===== config.mk =====
export PLATFORM = sky130hd
export DESIGN_NAME = mic1_mem_sequencer
export DESIGN_NICKNAME = d
export VERILOG_FILES = /design/src/rtl/mic1_mem_sequencer.sv
export SDC_FILE = /design/constraint.sdc
export NUM_CORES = 1
export LEC_CHECK = 0
export CORE_MARGIN = 2
export CORE_UTILIZATION = 47
export DETAILED_ROUTE_END_ITERATION = 10
export PLACE_DENSITY_LB_ADDON = 0.08
export SETUP_SLACK_MARGIN = 0.5
export SYNTH_ARGS = -nofsm -noshare
export SYNTH_HDL_FRONTEND = slang
export SYNTH_SLANG_ARGS = --single-unit

===== constraint.sdc =====
create_clock -name clk -period 1.85 [get_ports clk]
set_clock_uncertainty 0.15 [all_clocks]
set_input_delay 0.2775 -clock clk [delete_from_list [all_inputs] [get_ports clk]]
set_output_delay 0.2775 -clock clk [all_outputs]
set_load 0.03 [all_outputs]

===== src/rtl/mic1_mem_sequencer.sv =====
// Serialises MIC-1 word (MAR/MDR) and byte-fetch (PC/MBR) requests onto an
// 8-bit pin bus as 4 address beats followed by write or read data beats.
module mic1_mem_sequencer (
  input  logic        clk,
  input  logic        rst_n,
  input  logic        ena,
  input  logic        rd,
  input  logic        wr,
  input  logic [31:0] mar,
  input  logic [31:0] mdr_wdata,
  input  logic        fetch,
  input  logic [31:0] pc,
  output logic [31:0] mdr_rdata,
  output logic        mdr_valid,
  output logic        wr_done,
  output logic [7:0]  mbr,
  output logic        mbr_valid,
  output logic        busy,
  output logic        ovf,
  output logic [7:0]  bus_out,
  input  logic [7:0]  bus_in,
  output logic [1:0]  bus_cmd,
  input  logic        bus_rdy
);

  typedef enum logic [2:0] {
    ST_IDLE  = 3'd0,
    ST_ADDR  = 3'd1,
    ST_WDATA = 3'd2,
    ST_RDATA = 3'd3,
    ST_DONE  = 3'd4
  } state_t;

  typedef enum logic [1:0] {
    OP_RD    = 2'd0,
    OP_WR    = 2'd1,
    OP_FETCH = 2'd2
  } op_t;

  state_t      state_r;
  op_t         op_r;
  logic [1:0]  cnt_r;
  logic        wpend_r;
  logic        wop_wr_r;
  logic [31:0] wmar_r;
  logic [31:0] wdata_r;
  logic        fpend_r;
  logic [31:0] fpc_r;
  logic [31:0] addr_r;
  logic [23:0] shadow_r;
  logic [31:0] mdr_rdata_r;
  logic [7:0]  mbr_r;
  logic        ovf_r;

  logic        word_req_s;
  logic        fetch_req_s;
  logic        word_active_s;
  logic        fetch_active_s;
  logic [1:0]  cmd_s;
  logic        beat_s;

  assign word_req_s     = ena & (rd | wr);
  assign fetch_req_s    = ena & fetch;
  assign word_active_s  = (state_r != ST_IDLE) && (op_r != OP_FETCH);
  assign fetch_active_s = (state_r != ST_IDLE) && (op_r == OP_FETCH);

  // Beat type from the current phase; ena low blanks the bus for that cycle.
  always_comb begin
    cmd_s = 2'b00;
    case (state_r)
      ST_ADDR:  cmd_s = 2'b01;
      ST_WDATA: cmd_s = 2'b10;
      ST_RDATA: cmd_s = 2'b11;
      default:  cmd_s = 2'b00;
    endcase
    if (ena) begin
      bus_cmd = cmd_s;
    end else begin
      bus_cmd = 2'b00;
    end
  end

  // Drive the addressed byte of the address or write data, LSB first.
  always_comb begin
    bus_out = 8'h00;
    if (bus_cmd == 2'b01) begin
      bus_out = addr_r[{cnt_r, 3'b000} +: 8];
    end else if (bus_cmd == 2'b10) begin
      bus_out = wdata_r[{cnt_r, 3'b000} +: 8];
    end else begin
      bus_out = 8'h00;
    end
  end

  assign beat_s    = (bus_cmd != 2'b00) & bus_rdy;
  assign mdr_valid = ena && (state_r == ST_DONE) && (op_r == OP_RD);
  assign wr_done   = ena && (state_r == ST_DONE) && (op_r == OP_WR);
  assign mbr_valid = ena && (state_r == ST_DONE) && (op_r == OP_FETCH);
  assign busy      = (state_r != ST_IDLE) | wpend_r | fpend_r;
  assign mdr_rdata = mdr_rdata_r;
  assign mbr       = mbr_r;
  assign ovf       = ovf_r;

  // Request capture, arbitration and beat sequencing.
  always_ff @(posedge clk or negedge rst_n) begin
    if (!rst_n) begin
      state_r     <= ST_IDLE;
      op_r        <= OP_RD;
      cnt_r       <= 2'd0;
      wpend_r     <= 1'b0;
      wop_wr_r    <= 1'b0;
      wmar_r      <= 32'h0;
      wdata_r     <= 32'h0;
      fpend_r     <= 1'b0;
      fpc_r       <= 32'h0;
      addr_r      <= 32'h0;
      shadow_r    <= 24'h0;
      mdr_rdata_r <= 32'h0;
      mbr_r       <= 8'h00;
      ovf_r       <= 1'b0;
    end else if (ena) begin
      // A port's data registers are only rewritten when its request is accepted,
      // and acceptance is impossible while that port is pending or in flight.
      if (word_req_s) begin
        if (wpend_r || word_active_s) begin
          ovf_r <= 1'b1;
        end else begin
          wpend_r  <= 1'b1;
          wop_wr_r <= wr;
          wmar_r   <= mar;
          if (wr) begin
            wdata_r <= mdr_wdata;
          end
        end
      end
      if (fetch_req_s) begin
        if (fpend_r || fetch_active_s) begin
          ovf_r <= 1'b1;
        end else begin
          fpend_r <= 1'b1;
          fpc_r   <= pc;
        end
      end

      case (state_r)
        ST_IDLE: begin
          if (wpend_r) begin
            wpend_r <= 1'b0;
            op_r    <= wop_wr_r ? OP_WR : OP_RD;
            addr_r  <= {wmar_r[29:0], 2'b00};
            cnt_r   <= 2'd0;
            state_r <= ST_ADDR;
          end else if (fpend_r) begin
            fpend_r <= 1'b0;
            op_r    <= OP_FETCH;
            addr_r  <= fpc_r;
            cnt_r   <= 2'd0;
            state_r <= ST_ADDR;
          end
        end
        ST_ADDR: begin
          if (beat_s) begin
            cnt_r <= cnt_r + 2'd1;
            if (cnt_r == 2'd3) begin
              state_r <= (op_r == OP_WR) ? ST_WDATA : ST_RDATA;
            end
          end
        end
        ST_WDATA: begin
          if (beat_s) begin
            cnt_r <= cnt_r + 2'd1;
            if (cnt_r == 2'd3) begin
              state_r <= ST_DONE;
            end
          end
        end
        ST_RDATA: begin
          if (beat_s) begin
            if (op_r == OP_FETCH) begin
              mbr_r   <= bus_in;
              cnt_r   <= 2'd0;
              state_r <= ST_DONE;
            end else begin
              cnt_r <= cnt_r + 2'd1;
              case (cnt_r)
                2'd0:    shadow_r[7:0]   <= bus_in;
                2'd1:    shadow_r[15:8]  <= bus_in;
                2'd2:    shadow_r[23:16] <= bus_in;
                default: begin
                  mdr_rdata_r <= {bus_in, shadow_r};
                  state_r     <= ST_DONE;
                end
              endcase
            end
          end
        end
        ST_DONE: begin
          state_r <= ST_IDLE;
        end
        default: begin
          state_r <= ST_IDLE;
        end
      endcase
    end
  end

endmodule


==> flow_summary.ini, run 1 <==
[run_status]
status = finished, violations left
failed_checks = negative setup slack

[layout]
multiInputGateArea_um2 = 4260
postLayoutCoreUtil_pct = 75.7
syn_to_final_growth_pct = 59.4
final_cell_mix = dfrtp_1 (198), mux2_4 (133), clkdlybuf4s50_1 (107)
fillers = 1099
antennaDiodeCount = 0
drive_above_1_share_pct = 56.5
layout_commonest_cell = dfrtp_1
finalNetCount = 1004
register_area_um2 = 5030

[sta]
setup_viol = 211
worst_pin_slew_ps = 581
drv_slew = 0
hold_viol = 0
max-slew-margin-rel_pct = 60.8
clock.fmax_mhz = 401
rsz0062_at_grt = true
fin_crit_ps = 2490
hold_slack_ps = 143
fin_ws_ps = -643
timing.final.crit_share_pct = 135

[logic_synthesis]
avgSynthCellArea_um2 = 14.7
ys_types = 43
yosysWarnings = 0
ys_seq_elements = 201
syn-cell-area_um2 = 8830
syn-instance-count = 601
seq_area_frac_synth_pct = 57.0
syn_nets = 716

[hold_path]
min_path_type = primary input to asynchronous set/reset pin

[floorplan]
die_w_um = 141
start_util_pct = 47.5
ioPinCount = 166
rows = 50
die-height_um = 141
core_area_um2 = 18600
die_area_um2 = 19900

[detailed_routing]
post-route-drc-count = 0
drtIter0Drc = 299
wl_per_cell_um = 21.5
ant_nets = 0
drt_wl_total_um = 24500
first_pass_iters = 6
num_vias = 6080
avgViaCountPerCell = 5.33

[placement]
place_congestion = 0.818
dp_hpwl_um = 14000
portBuffers = 163

[flow_run]
max-cap-violations = 0

[grt]
antenna_found_initial = 0
groute.usage.overall_pct = 24.0
grt_pass1_vias = 6554
grt_max_degree = 52
grt_pass1_wl_um = 36900
grt_overflow_total = 0

[cts]
cts_root_buf = clkbuf_16
cts_made_buffers = 23
cts_tree = yes
clk_pin_slew_ps = 60
cts.htree.levels = 1
insertion_delay_ps = 510
cts_sinks = 201
cts_buffer_depth = 3

[power]
power_density_nw_per_um2 = 1610
p_leak_nw = 6.50
peakVddDrop_mv = 1.05

[worst_setup_path]
crit_type = flop to primary output
end_kind = primary output
crit_required_ps = 1420
start_kind = flop
arrival_ps = 2070
crit_path_max_fanout = 8
[metrics by stage]
step / instances / setup slack, ps / cell area [um2] / power (mW) / TNS [ps]
3_3_place_gp: 1013 / -422 / 11300 / 14.5 / -63700
5_1_grt: 1140 / -682 / 14100 / 23.7 / -68610
3_5_place_dp: 1013 / -443 / 11300 / 14.7 / -61510
6_report: 1140 / -643 / 14100 / 22.6 / -61160
4_1_cts: 1115 / -614 / 13500 / 21.6 / -51980
2_1_floorplan: 601 / -171 / 9210 / 12.5 / -14320
[what timing repair did]
action | 4_1_cts | 5_1_grt
buffers inserted | 41 | 23
hold endpoints to repair | 185 | 0
hold buffers | 1 | 0
resized for setup | 428 | 93
pin swaps | 20 | 10
endpoints found under the setup margin | 256 | 256
gates cloned | 18 | 2
[final timing paths]
path,startpoint,endpoint,slack (ps),cells after the start
setup / recovery,cnt_r[0],bus_out[5],-640,6
hold / removal,rst_n,wdata_r[27],140,2
setup reg to reg,state_r[1],fpc_r[13],-470,8
hold reg to reg,shadow_r[10],mdr_rdata[10],350,1
max in group asynchronous,rst_n,addr_r[14],770,3
min in group clk,pc[3],fpc_r[3],230,2
[synth_stat cells, drive strengths merged]
| cell type | count | share of area, % |
|---|---|---|
| a211oi | 2 | 0.23 |
| a21o | 1 | 0.085 |
| a21oi | 34 | 2.0 |
| a2bb2oi | 1 | 0.099 |
| and2 | 3 | 0.21 |
| and2b | 2 | 0.17 |
| and3 | 3 | 0.21 |
| buf | 32 | 3.1 |
| clkbuf | 2 | 0.085 |
| dfrtp | 201 | 57 |
| ha | 4 | 0.57 |
| inv | 23 | 0.98 |
| mux2 | 160 | 22 |
| mux2i | 32 | 3.6 |
| mux4 | 16 | 4.1 |
| nand2 | 12 | 0.51 |
| nand2b | 2 | 0.14 |
| nand3 | 5 | 0.51 |
| nand3b | 3 | 0.26 |
| nor2 | 36 | 1.6 |
| nor2b | 3 | 0.21 |
| nor3 | 1 | 0.057 |
| nor3b | 1 | 0.085 |
| o211a | 1 | 0.11 |
| o211ai | 1 | 0.085 |
| o21ai | 7 | 0.40 |
| o221ai | 1 | 0.099 |
| o22ai | 8 | 0.57 |
| o31ai | 1 | 0.085 |
| or3 | 2 | 0.20 |
| or4b | 1 | 0.16 |
[worst max-delay path, stage by stage, from the launching register on]
cell and delay, ps:
dfrtp_2 420, buf_6 130, buf_16 140, mux4_2 560, inv_2 80, o22ai_2 70, buf_6 140
[where the power goes]
part / switching, mW / internal (mW)
sequential: 1.26 / 6.20
clock: 1.81 / 2.81
combinational: 4.37 / 6.16
total: 7.45 / 15.2
[cells by family (layout without fill, tap and decap cells)]
logic type | after synthesis | count (layout) | synth area share, %
multiplexers | 208 | 208 | 30.2
buffers and inverters | 57 | 362 | 4.18
AO/OA/AOI/OAI | 57 | 57 | 3.77
adder cells (fa/ha/maj) | 4 | 4 | 0.567
AND/OR/NAND/NOR | 74 | 74 | 4.28
flip-flops | 201 | 201 | 57.0
[metal layers]
layer,vias to the layer above,part of all wire [%],track usage [%]
met4,0,2.5,7.16
met5,-,0,0
met2,181,51,41.6
met1,3140,41,31.4
li1,2710,-,-
met3,49,4.7,3.70
[flip-flops by register name, indices dropped and copies added, names as in the netlist, 2 cells and up]
name,count
state_r,3
cnt_r,2
fpc_r,32
addr_r,32
shadow_r,24
mbr,8
wmar_r,30
op_r,2
mdr_rdata,32
wdata_r,32
[area by class of cell]
| type | instances | share of cell area [%] |
|---|---|---|
| clock buffers | 32 | 4.76 |
| multi-input cells | 343 | 30.3 |
| flip-flops and latches | 201 | 35.8 |
| clock inverters | 10 | 0.783 |
| inverters | 23 | 0.703 |
| well taps | 234 | 2.08 |
| repair buffers | 297 | 25.6 |
Power figures use the tool's default switching activity.
==> inputs of run 2 (changes only) <==
--- a/config.mk
+++ b/config.mk
@@ -5,7 +5,6 @@
 export SDC_FILE = /design/constraint.sdc
 export NUM_CORES = 1
 export LEC_CHECK = 0
-export CORE_MARGIN = 2
 export CORE_UTILIZATION = 47
 export DETAILED_ROUTE_END_ITERATION = 10
 export PLACE_DENSITY_LB_ADDON = 0.08
==> flow_summary.ini, run 2 (synthesis results as in run 1) <==
[cts]
cts_sinks = 201
insertion_delay_ps = 500
cts.htree.levels = 1
cts_root_buf = clkbuf_16
cts_made_buffers = 22
cts_buffer_depth = 3
cts_tree = yes
clk_pin_slew_ps = 60

[placement]
dp_hpwl_um = 13900
place_congestion = 0.791
dp_slack_ps = -483
portBuffers = 163
dpl-instance-area_um2 = 11300

[grt]
groute.usage.overall_pct = 25.1
grt_overflow_total = 0
antenna_found_initial = 1
grt_pass1_vias = 6737
grt_max_degree = 55
grt_pass1_wl_um = 37600

[floorplan]
die-height_um = 139
core_area_um2 = 18200
ioPinCount = 166
rows = 49
start_util_pct = 48.5
die_area_um2 = 19300
die_w_um = 139

[sta]
rsz0062_at_grt = true
timing.final.crit_share_pct = 129
hold_viol = 0
worst_pin_slew_ps = 523
hold_slack_ps = 140
max-slew-margin-rel_pct = 64.8
drv_slew = 0
fin_ws_ps = -537
setup_viol = 214
clock.fmax_mhz = 419
fin_crit_ps = 2390
fin_tns_setup_ps = -79350

[power]
p_int_mw = 15.3
clkPwrFrac_pct = 20.2
netSwitchingFraction_pct = 33.0
finalPower_mw = 22.9
peakVddDrop_mv = 0.864
power_density_nw_per_um2 = 1600
p_leak_nw = 6.66
power_frac_comb_pct = 46.8
seq_power_share_pct = 33.0
power.switching_mw = 7.56

[detailed_routing]
num_vias = 6118
ant_nets = 0
wl_per_cell_um = 21.8
avgViaCountPerCell = 5.38
drt_wl_total_um = 24800
drtIter0Drc = 250
post-route-drc-count = 12
first_pass_iters = 7

[worst_setup_path]
slowest_delay_ps = 560
crit_path_max_fanout = 9
start_kind = flop
end_kind = primary output
cp_top_family = multiplexers
path_cells = buf_12 -> mux4_2 -> inv_2 -> o22ai_4 -> buf_6
crit_type = flop to primary output
cp_num_buf_inv = 3
slowest_stage = mux4_2
crit_required_ps = 1420
arrival_ps = 1960

[flow_run]
max-cap-violations = 0

[layout]
drive_above_1_share_pct = 58.1
layout_commonest_cell = dfrtp_1
final_cell_mix = dfrtp_1 (199), mux2_4 (159), clkdlybuf4s50_1 (107)
finalInstanceArea_um2 = 14300
syn_to_final_growth_pct = 62.4
finalNetCount = 1008

[hold_path]
min_path_type = primary input to asynchronous set/reset pin

[run_status]
status = finished, violations left
failed_checks = design-rule violations, negative setup slack
-- run 2: cell count changes in the layout (fill, tap and decap cells not counted), sizes merged --
cell / change
buf: +4
bufinv: +2
clkbuf: -3
diode: +1
inv: -2
-- run 2: path summary, 6_finish.rpt --
kind                            startpoint     endpoint  slack, ps  depth (start not counted)
worst max-delay path              cnt_r[0]   bus_out[3]       -540                          5
worst min-delay path                 rst_n  wdata_r[31]        140                          2
worst max register to register  state_r[1]   addr_r[28]       -460                         10
worst min register to register    wop_wr_r     wop_wr_r        340                          1
max in group asynchronous            rst_n   wmar_r[17]        770                          3
min in group clk                    pc[29]    fpc_r[29]        230                          2
-- run 2: power by group through the flow --
stage	Clock [mW]	Sequential, mW	Combinational [mW]
final	4.63	7.55	10.7
after global routing	4.90	7.72	11.3
after CTS	4.69	7.34	9.80
after detailed placement	0	7.30	7.49
after global placement	0	7.19	7.27
after floorplan	0	7.18	5.30
-- run 2: metrics by stage --
stage / util (%) / std cells
detailed placement: 61.9 / 1005
CTS: 75.1 / 1105
floorplan: - / 601
global route: 78.7 / 1137
global placement: 61.9 / 1005
finish: 78.7 / 1137
-- run 2: layout make-up --
cell class / count / area, um2
Inverter: 23 / 88.8
Timing Repair Buffer: 302 / 3700
Tap cell: 229 / 287
Fill cell: 980 / 3870
Antenna cell: 1 / 2.50
Clock inverter: 10 / 165
Clock buffer: 28 / 603
Multi-Input combinational cell: 343 / 4460
Sequential cell: 201 / 5030
-- run 2: routing by layer --
layer  share of wire, %  track usage, %
met5                  0               0
met4                3.3            8.71
met3                4.2            4.59
met2                 51            43.6
met1                 41            31.5
-- run 2: what timing repair did --
item,4_1_cts,5_1_grt
cloned,18,3
pin swaps,13,13
hold endpoints to repair,201,0
buffers inserted,43,28
hold buffers,1,0
endpoints found under the setup margin,256,256
gates resized for setup,485,88
